==> src/rtl/if_id_queue_if.sv <==
// rtl/if_id_queue_if.sv - fetch/decode handshake bundle for the IF/ID instruction queue
interface if_id_queue_if #(
    parameter int DATA_WIDTH = 32
);
    logic                  enq_valid;
    logic                  enq_ready;
    logic [DATA_WIDTH-1:0] enq_instr;
    logic [DATA_WIDTH-1:0] enq_pc;
    logic [DATA_WIDTH-1:0] enq_pcplus4;
    logic                  deq_valid;
    logic                  deq_ready;
    logic [DATA_WIDTH-1:0] deq_instr;
    logic [DATA_WIDTH-1:0] deq_pc;
    logic [DATA_WIDTH-1:0] deq_pcplus4;

    modport master (
        output enq_valid, enq_instr, enq_pc, enq_pcplus4, deq_ready,
        input  enq_ready, deq_valid, deq_instr, deq_pc, deq_pcplus4
    );

    modport slave (
        input  enq_valid, enq_instr, enq_pc, enq_pcplus4, deq_ready,
        output enq_ready, deq_valid, deq_instr, deq_pc, deq_pcplus4
    );
endinterface

==> src/rtl/if_id_queue.sv <==
// rtl/if_id_queue.sv - circular instruction queue between fetch and decode with flush and NOP bubble
module if_id_queue #(
    parameter  int DATA_WIDTH = 32,
    parameter  int DEPTH      = 4,
    localparam int PTR_WIDTH  = $clog2(DEPTH)
) (
    input  logic               clk,
    input  logic               rst,
    input  logic               flush,
    if_id_queue_if.slave       q,
    output logic [PTR_WIDTH:0] count
);
    localparam logic [PTR_WIDTH:0]    FULL_COUNT = (PTR_WIDTH+1)'(DEPTH);
    localparam logic [DATA_WIDTH-1:0] NOP_INSTR  = DATA_WIDTH'(32'h0000_0013);

    logic [DATA_WIDTH-1:0] instr_mem   [DEPTH];
    logic [DATA_WIDTH-1:0] pc_mem      [DEPTH];
    logic [DATA_WIDTH-1:0] pcplus4_mem [DEPTH];

    logic [PTR_WIDTH-1:0] rd_ptr;
    logic [PTR_WIDTH-1:0] wr_ptr;
    logic                 full;
    logic                 empty;
    logic                 push;
    logic                 pop;

    assign full  = (count == FULL_COUNT);
    assign empty = (count == '0);

    // enq_ready is purely state-derived so deq_ready never reaches it combinationally
    assign q.enq_ready = !full;
    assign q.deq_valid = !empty;
    assign push        = q.enq_valid && !full;
    assign pop         = !empty && q.deq_ready;

    assign q.deq_instr   = empty ? NOP_INSTR : instr_mem[rd_ptr];
    assign q.deq_pc      = empty ? '0        : pc_mem[rd_ptr];
    assign q.deq_pcplus4 = empty ? '0        : pcplus4_mem[rd_ptr];

    // Storage carries no reset; stale entries are masked by empty
    always_ff @(posedge clk) begin
        if (push && !flush) begin
            instr_mem[wr_ptr]   <= q.enq_instr;
            pc_mem[wr_ptr]      <= q.enq_pc;
            pcplus4_mem[wr_ptr] <= q.enq_pcplus4;
        end
    end

    always_ff @(posedge clk or negedge rst) begin
        if (!rst) begin
            rd_ptr <= '0;
            wr_ptr <= '0;
            count  <= '0;
        end else if (flush) begin
            rd_ptr <= '0;
            wr_ptr <= '0;
            count  <= '0;
        end else begin
            if (push) wr_ptr <= wr_ptr + PTR_WIDTH'(1);
            if (pop)  rd_ptr <= rd_ptr + PTR_WIDTH'(1);
            case ({push, pop})
                2'b10:   count <= count + (PTR_WIDTH+1)'(1);
                2'b01:   count <= count - (PTR_WIDTH+1)'(1);
                default: count <= count;
            endcase
        end
    end

    a_count_bound: assert property (@(posedge clk) disable iff (!rst) count <= FULL_COUNT);
    a_no_push_full: assert property (@(posedge clk) disable iff (!rst) full |-> !push);
    a_no_pop_empty: assert property (@(posedge clk) disable iff (!rst) empty |-> !pop);
endmodule
==> src/flat_wrapper.sv <==
// flat-port wrapper written by rule: the top's interface ports become plain ports
module if_id_queue_flat 
#(
    parameter  int DATA_WIDTH = 32,
    parameter  int DEPTH      = 4,
    localparam int PTR_WIDTH  = $clog2(DEPTH)
)
  (clk, rst, flush, count, q_enq_valid, q_enq_instr, q_enq_pc, q_enq_pcplus4, q_deq_ready, q_enq_ready, q_deq_valid, q_deq_instr, q_deq_pc, q_deq_pcplus4);
  if_id_queue_if #(.DATA_WIDTH(DATA_WIDTH)) q_i ();
  input  logic clk;
  input  logic rst;
  input  logic flush;
  output logic [PTR_WIDTH:0] count;
  input wire logic [$bits(q_i.enq_valid)-1:0] q_enq_valid;
  input wire logic [$bits(q_i.enq_instr)-1:0] q_enq_instr;
  input wire logic [$bits(q_i.enq_pc)-1:0] q_enq_pc;
  input wire logic [$bits(q_i.enq_pcplus4)-1:0] q_enq_pcplus4;
  input wire logic [$bits(q_i.deq_ready)-1:0] q_deq_ready;
  output wire logic [$bits(q_i.enq_ready)-1:0] q_enq_ready;
  output wire logic [$bits(q_i.deq_valid)-1:0] q_deq_valid;
  output wire logic [$bits(q_i.deq_instr)-1:0] q_deq_instr;
  output wire logic [$bits(q_i.deq_pc)-1:0] q_deq_pc;
  output wire logic [$bits(q_i.deq_pcplus4)-1:0] q_deq_pcplus4;
  assign q_i.enq_valid = q_enq_valid;
  assign q_i.enq_instr = q_enq_instr;
  assign q_i.enq_pc = q_enq_pc;
  assign q_i.enq_pcplus4 = q_enq_pcplus4;
  assign q_i.deq_ready = q_deq_ready;
  assign q_enq_ready = q_i.enq_ready;
  assign q_deq_valid = q_i.deq_valid;
  assign q_deq_instr = q_i.deq_instr;
  assign q_deq_pc = q_i.deq_pc;
  assign q_deq_pcplus4 = q_i.deq_pcplus4;
  if_id_queue #(.DATA_WIDTH(DATA_WIDTH), .DEPTH(DEPTH)) u_core (.clk(clk), .rst(rst), .flush(flush), .q(q_i), .count(count));
endmodule
==> config.mk <==
export PLATFORM = sky130hd
export DESIGN_NAME = if_id_queue_flat
export DESIGN_NICKNAME = d
export VERILOG_FILES = /design/src/rtl/if_id_queue_if.sv /design/src/rtl/if_id_queue.sv /design/src/flat_wrapper.sv
export SDC_FILE = /design/constraint.sdc
export NUM_CORES = 1
export LEC_CHECK = 0
export BUFFER_PORTS_ARGS = -buffer_cell sky130_fd_sc_hd__buf_2
export CAP_MARGIN = 20
export CORE_ASPECT_RATIO = 0.5
export CORE_UTILIZATION = 55
export DETAILED_ROUTE_END_ITERATION = 7
export GPL_TIMING_DRIVEN = 0
export PLACE_DENSITY = 0.76
export SETUP_SLACK_MARGIN = 0.5
export SLEW_MARGIN = 20
export SYNTH_ARGS = -nofsm -noshare
export SYNTH_HDL_FRONTEND = slang
export SYNTH_SLANG_ARGS = --single-unit
export TNS_END_PERCENT = 1
==> constraint.sdc <==
create_clock -name clk -period 5 [get_ports clk]
set_input_delay 0.25 -clock clk [delete_from_list [all_inputs] [get_ports clk]]
set_output_delay 0.25 -clock clk [all_outputs]
set_load 0.02 [all_outputs]
==> Word level (Yosys, flattened, before mapping) <==
Memory sizes are Yosys's and may differ from the RTL's.
Index checks and enable logic that the tools add are counted.
{ "classes": {"n_eq_ne": 3, "mux": 11, "n_reduce_logical": 10, "n_addsub": 4} }
{ "ops": {"columns": ["cell", "count"], "rows": [
  ["$mux W32", 3],
  ["$mux W2", 4],
  ["$pmux W3 S2", 1],
  ["$add A2 B1 Y2 const B", 2],
  ["$reduce_bool A2 Y1", 2],
  ["$add A3 B1 Y3 const B", 1],
  ["$eq A3 B3 Y1 const B", 1],
  ["$logic_and A1 B1 Y1", 3],
  ["$logic_not A1 Y1", 3],
  ["$logic_not A3 Y1", 1],
  ["$mux W3", 1],
  ["$reduce_bool A3 Y1", 1],
  ["$sub A3 B1 Y3 const B", 1],
  ["$eq A2 B1 Y1 const B", 1],
  ["$eq A2 B2 Y1 const B", 1],
  ["$mux W1", 2]
]} }
{ "word_totals": {"reg_bits": 7, "inputBits": 101, "ram_bits": 384, "n_memories": 3} }
{ "memory_table": {"columns": ["memory", "words", "word_bits", "read_ports", "rd_ports_with_merged_regs", "wr", "line_no", "text"], "rows": [
  ["u_core.instr_mem", 4, 32, 1, 0, 1, "if_id_queue.sv:16", "logic [DATA_WIDTH-1:0] instr_mem [DEPTH];"],
  ["u_core.pc_mem", 4, 32, 1, 0, 1, "if_id_queue.sv:17", "logic [DATA_WIDTH-1:0] pc_mem [DEPTH];"],
  ["u_core.pcplus4_mem", 4, 32, 1, 0, 1, "if_id_queue.sv:18", "logic [DATA_WIDTH-1:0] pcplus4_mem [DEPTH];"]
]} }

==> Logic depth before layout (Yosys ltp) <==
{ "logic_depth": {"word_depth": 6, "ltp_mapped": 8, "ltp_nobuf": 7} }

==> Worst setup path before layout <==
OpenSTA, ideal clock, no wires.
{ "synth_timing": {"kind": "flip-flop to flip-flop", "startpoint": "register u_core.count[0]", "endpoint": "memory u_core.instr_mem[0][0] (enable)", "setup_ps": 466, "period_less_slack_ps": 3899, "path_stages_with_launch": 5, "arrival_time_ps": 3433, "path_slack_ps": 1101, "path_buffers": 1, "path_cell_list": "dfrtp_1 -> buf_2 -> or3b_1 -> and3b_1 -> and2_1"} }
{ "synth_between": {"elab_chain_len": 6} }
{ "synth_rtl": {"columns": ["item", "line_no", "text"], "rows": [
  ["start, declared", "if_id_queue.sv:11", "output logic [PTR_WIDTH:0] count"],
  ["start signal, assigned", "if_id_queue.sv:62", "2'b10: count <= count + (PTR_WIDTH+1)'(1);"],
  ["start signal, assigned", "if_id_queue.sv:63", "2'b01: count <= count - (PTR_WIDTH+1)'(1);"],
  ["start signal, assigned", "if_id_queue.sv:64", "default: count <= count;"],
  ["$eq A3 B3 Y1", "if_id_queue.sv:27", "assign full = (count == FULL_COUNT);"],
  ["$logic_not A1 Y1", null, null],
  ["via q_enq_ready", "flat_wrapper.sv:19", "output wire logic [$bits(q_i.enq_ready)-1:0] q_enq_ready;"],
  ["$logic_and A1 B1 Y1", "if_id_queue.sv:33", "assign push = q.enq_valid && !full;"],
  ["$logic_and A1 B1 Y1", "if_id_queue.sv:42", "if (push && !flush) begin"],
  ["$mux W1", "if_id_queue.sv:42", null],
  ["$mux W1 (implied by the code)", "if_id_queue.sv:43", "instr_mem[wr_ptr] <= q.enq_instr;"],
  ["end, declared", "if_id_queue.sv:16", null]
]} }
The timed path passes the listed nets, and every way through them passes these cells.

==> Final worst setup path <==
{ "layout_timing": {"startpoint": "register u_core.count[0]", "endpoint": "output port q_deq_pc[3]"} }
{ "layout_between": {"elab_chain_len": 2} }
{ "layout_rtl": {"columns": ["item", "line_no", "text"], "rows": [
  ["$logic_not A3 Y1", "if_id_queue.sv:28", "assign empty = (count == '0);"],
  ["$mux W32", "if_id_queue.sv:37", "assign q.deq_pc = empty ? '0 : pc_mem[rd_ptr];"],
  ["end, declared", "flat_wrapper.sv:22", "output wire logic [$bits(q_i.deq_pc)-1:0] q_deq_pc;"]
]} }
Every way passes these cells.

==> impl_metrics.env <==
export IMPL_tightest_slew_ns=0.691
export IMPL_cts_buffer_depth=3
export IMPL_crit_slowest_cell="dfrtp_1"
export IMPL_gp_congestion=0.811
export IMPL_synth_edf_count=384
export IMPL_finalCritPeriodShare=0.616
export IMPL_pin_count=202
export IMPL_power_leakage_nw=6.54
export IMPL_synth_cell_type_count=31
export IMPL_grt_pass1_wl_um=45400
export IMPL_slowest_delay_ns=0.42
export IMPL_min_period_ns=3.08
export IMPL_routed_wl_um=29500
export IMPL_cts_made_buffers=36
export IMPL_synthTopCellsByArea="edfxtp_1, mux4_2, and2_1, dfrtp_1, buf_2"
export IMPL_die_area_mm2=0.0280
export IMPL_busiest_layer="met2"
export IMPL_hpwl_um=18000
export IMPL_drtIter0Drc=564
export IMPL_critPathTopFamily="buffers and inverters"
export IMPL_use_met2=0.369
export IMPL_portBuffers=201
export IMPL_max_freq_mhz=325
export IMPL_status="finished clean"
export IMPL_start_util=0.564
export IMPL_crit_chain="buf_2 > nor3_2 > inv_1 > buf_2 > clkbuf_1 > and2_1 > buf_2"
export IMPL_synth_area_leader_cell="edfxtp_1"
export IMPL_dr_pass1_iters=5
export IMPL_fill_cells=1640
export IMPL_fin_skew_ns=0.00873
export IMPL_synth_avg_cell_area_um2=22.3
export IMPL_postCtsSetupBuffers=0
export IMPL_drc=0
export IMPL_cts_tree="built"
export IMPL_drive_gt1_frac=0.361
export IMPL_row_count=42
export IMPL_cp_start_kind="flip-flop"
export IMPL_synth_main_ff_cell="edfxtp_1"
export IMPL_grt_max_degree=46
export IMPL_clock_latency_ns=0.51
export IMPL_htree_levels=2
export IMPL_use_met3=0.0382
export IMPL_core_area_mm2=0.0266
export IMPL_seq_area_frac_synth=0.780
export IMPL_die_y_um=119
export IMPL_first_global_vias=8209
export IMPL_slew_violations=0
export IMPL_synth_seq_cells=391
export IMPL_rsz0062_at_grt="false"
export IMPL_netlist_instances=674
export IMPL_yosysTopAreaCellShare=0.768
export IMPL_diodes=0
export IMPL_viasPerCell=5.53
export IMPL_ys_warn_count=0
export IMPL_pre_cts_slack_ns=2.47
export IMPL_syn_cell_area_mm2=0.0150
export IMPL_cp_max_fo=10
export IMPL_irDropWorstVdd_uv=214
export IMPL_antenna_found_initial=0
export IMPL_rrSetupSlack_ns=2.40
export IMPL_slew_headroom=0.540
export IMPL_areaGrowthSynthToFinish_pct=24.9
export IMPL_drv_cap=0
export IMPL_cts_num_sinks=391
export IMPL_cts_reportedPaths_clkPinSlew_ns=0.06
export IMPL_hold_path_class="in -> async"
export IMPL_num_vias=7708
export IMPL_final_core_utilization=0.704
export IMPL_criticalPathCategory="reg -> out"
export IMPL_setup_viol=0
export IMPL_cts_root_buf="clkbuf_16"
export IMPL_track_usage=0.217
export IMPL_worst_slack_ns=1.92
export IMPL_end_kind="primary output"
export IMPL_grt_ovfl_total=0
export IMPL_worstPathRequired_ns=4.75
export IMPL_power_density_mw_per_mm2=409
export IMPL_final_nets=1125
export IMPL_crit_top_cell="buf_2"
export IMPL_synth_net_count=780
export IMPL_crit_arrival_ns=2.83
export IMPL_avgRoutedWirePerCell_um=21.2
export IMPL_use_met1=0.292
export IMPL_hold_violations=0
export IMPL_worst_path_buf_inv=5
export IMPL_synth_async_reset_ratio=0.0179
export IMPL_ant_nets=0
export IMPL_dieWidth_um=236
path summary, 6_finish.rpt:
kind / from / to / cells past startpoint
max reg2reg: u_core.count[0] / u_core.count[2] / 7
max: u_core.count[0] / q_deq_pc[3] / 7
min in group clk: q_enq_valid / u_core.count[0] / 4
min: rst / u_core.count[1] / 2
min reg2reg: u_core.wr_ptr[1] / u_core.wr_ptr[1] / 2
max in group asynchronous: rst / u_core.count[0] / 2
final cells by class:
type                    count  area, um^2  share of cell area
flip-flops and latches    391       11700               0.624
multi-input cells         244        3120               0.167
repair buffers            307        2200               0.117
clock buffers              43         948              0.0506
well taps                 352         440              0.0235
plain buffers              35         181             0.00968
clock inverters            18         136             0.00727
inverters                   4        15.0            0.000801
stage by stage:
stage / total power (W) / cell area [um^2] / setup TNS, ns / std cells / hold slack (ns)
2_1_floorplan: 0.00468 / 15000 / 0 / 674 / -0.0456
3_3_place_gp: 0.00510 / 16500 / -178.84 / 1227 / 0.0972
3_5_place_dp: 0.00512 / 16700 / 0 / 1235 / 0.0962
4_1_cts: 0.00775 / 18800 / 0 / 1394 / 0.113
5_1_grt: 0.00796 / 18800 / 0 / 1394 / 0.133
6_report: 0.00767 / 18800 / 0 / 1394 / 0.141
metal layers:
layer  share of wire  up-vias  wire, um
met5               0        -         0
met4           0.024        0       719
met3           0.041       59      1210
met2            0.52      195     15200
met1            0.42     4022     12400
li1                -     3432         -
repair_timing:
action	in CTS	in global routing
endpoints found under the hold margin	395	0
hold buffers	98	0
endpoints found under the setup margin	0	0
resized for setup	0	0
cell usage after synthesis (2+ instances only):
cell	number
dfrtp_1	7
nand3_1	5
o21ai_0	2
ha_1	4
edfxtp_1	384
nand2_1	5
inv_1	4
a21oi_1	4
buf_6	4
or2_2	3
a21o_1	2
nor2_1	8
buf_2	16
mux4_2	96
xor2_1	3
xnor2_1	2
clkbuf_1	15
and2_1	97
report_power, final:
group | switching, W | internal, W
registers | 0.0000330 | 0.00373
logic | 0.000757 | 0.000585
clock network | 0.00111 | 0.00145
cell families (layout without fill, tap and decap cells):
family / Yosys count / count (layout) / synth area share
xor+xnor: 5 / 5 / 0.00292
flops: 391 / 391 / 0.780
simple gates: 127 / 127 / 0.0512
buf+inv: 39 / 407 / 0.0131
compound gates: 11 / 11 / 0.00450
fa+ha+maj: 5 / 5 / 0.00467
mux: 96 / 96 / 0.144
placed cells by master, fill, tap and decap left out, drive strengths merged, types with 2 or more instances in the layout:
master	Yosys	routed
nor2	8	8
inv	4	4
xnor2	2	2
buf	20	229
a21o	2	2
xor2	3	3
mux4	96	96
edfxtp	384	384
clkinv	0	16
dfrtp	7	7
and2	97	97
or2	3	3
a21oi	4	4
bufinv	0	2
nand2	5	5
o21ai	2	2
dlygate4sd3	0	98
nand3	5	5
ha	4	4
clkbuf	15	58
state kept, by name (all words and copies together) (netlist names):
| name | flops |
|---|---|
| u_core.count | 3 |
| u_core.rd_ptr | 2 |
| u_core.instr_mem | 128 |
| u_core.pc_mem | 128 |
| u_core.pcplus4_mem | 128 |
| u_core.wr_ptr | 2 |
Note: power is estimated with default switching activity, not from simulation.
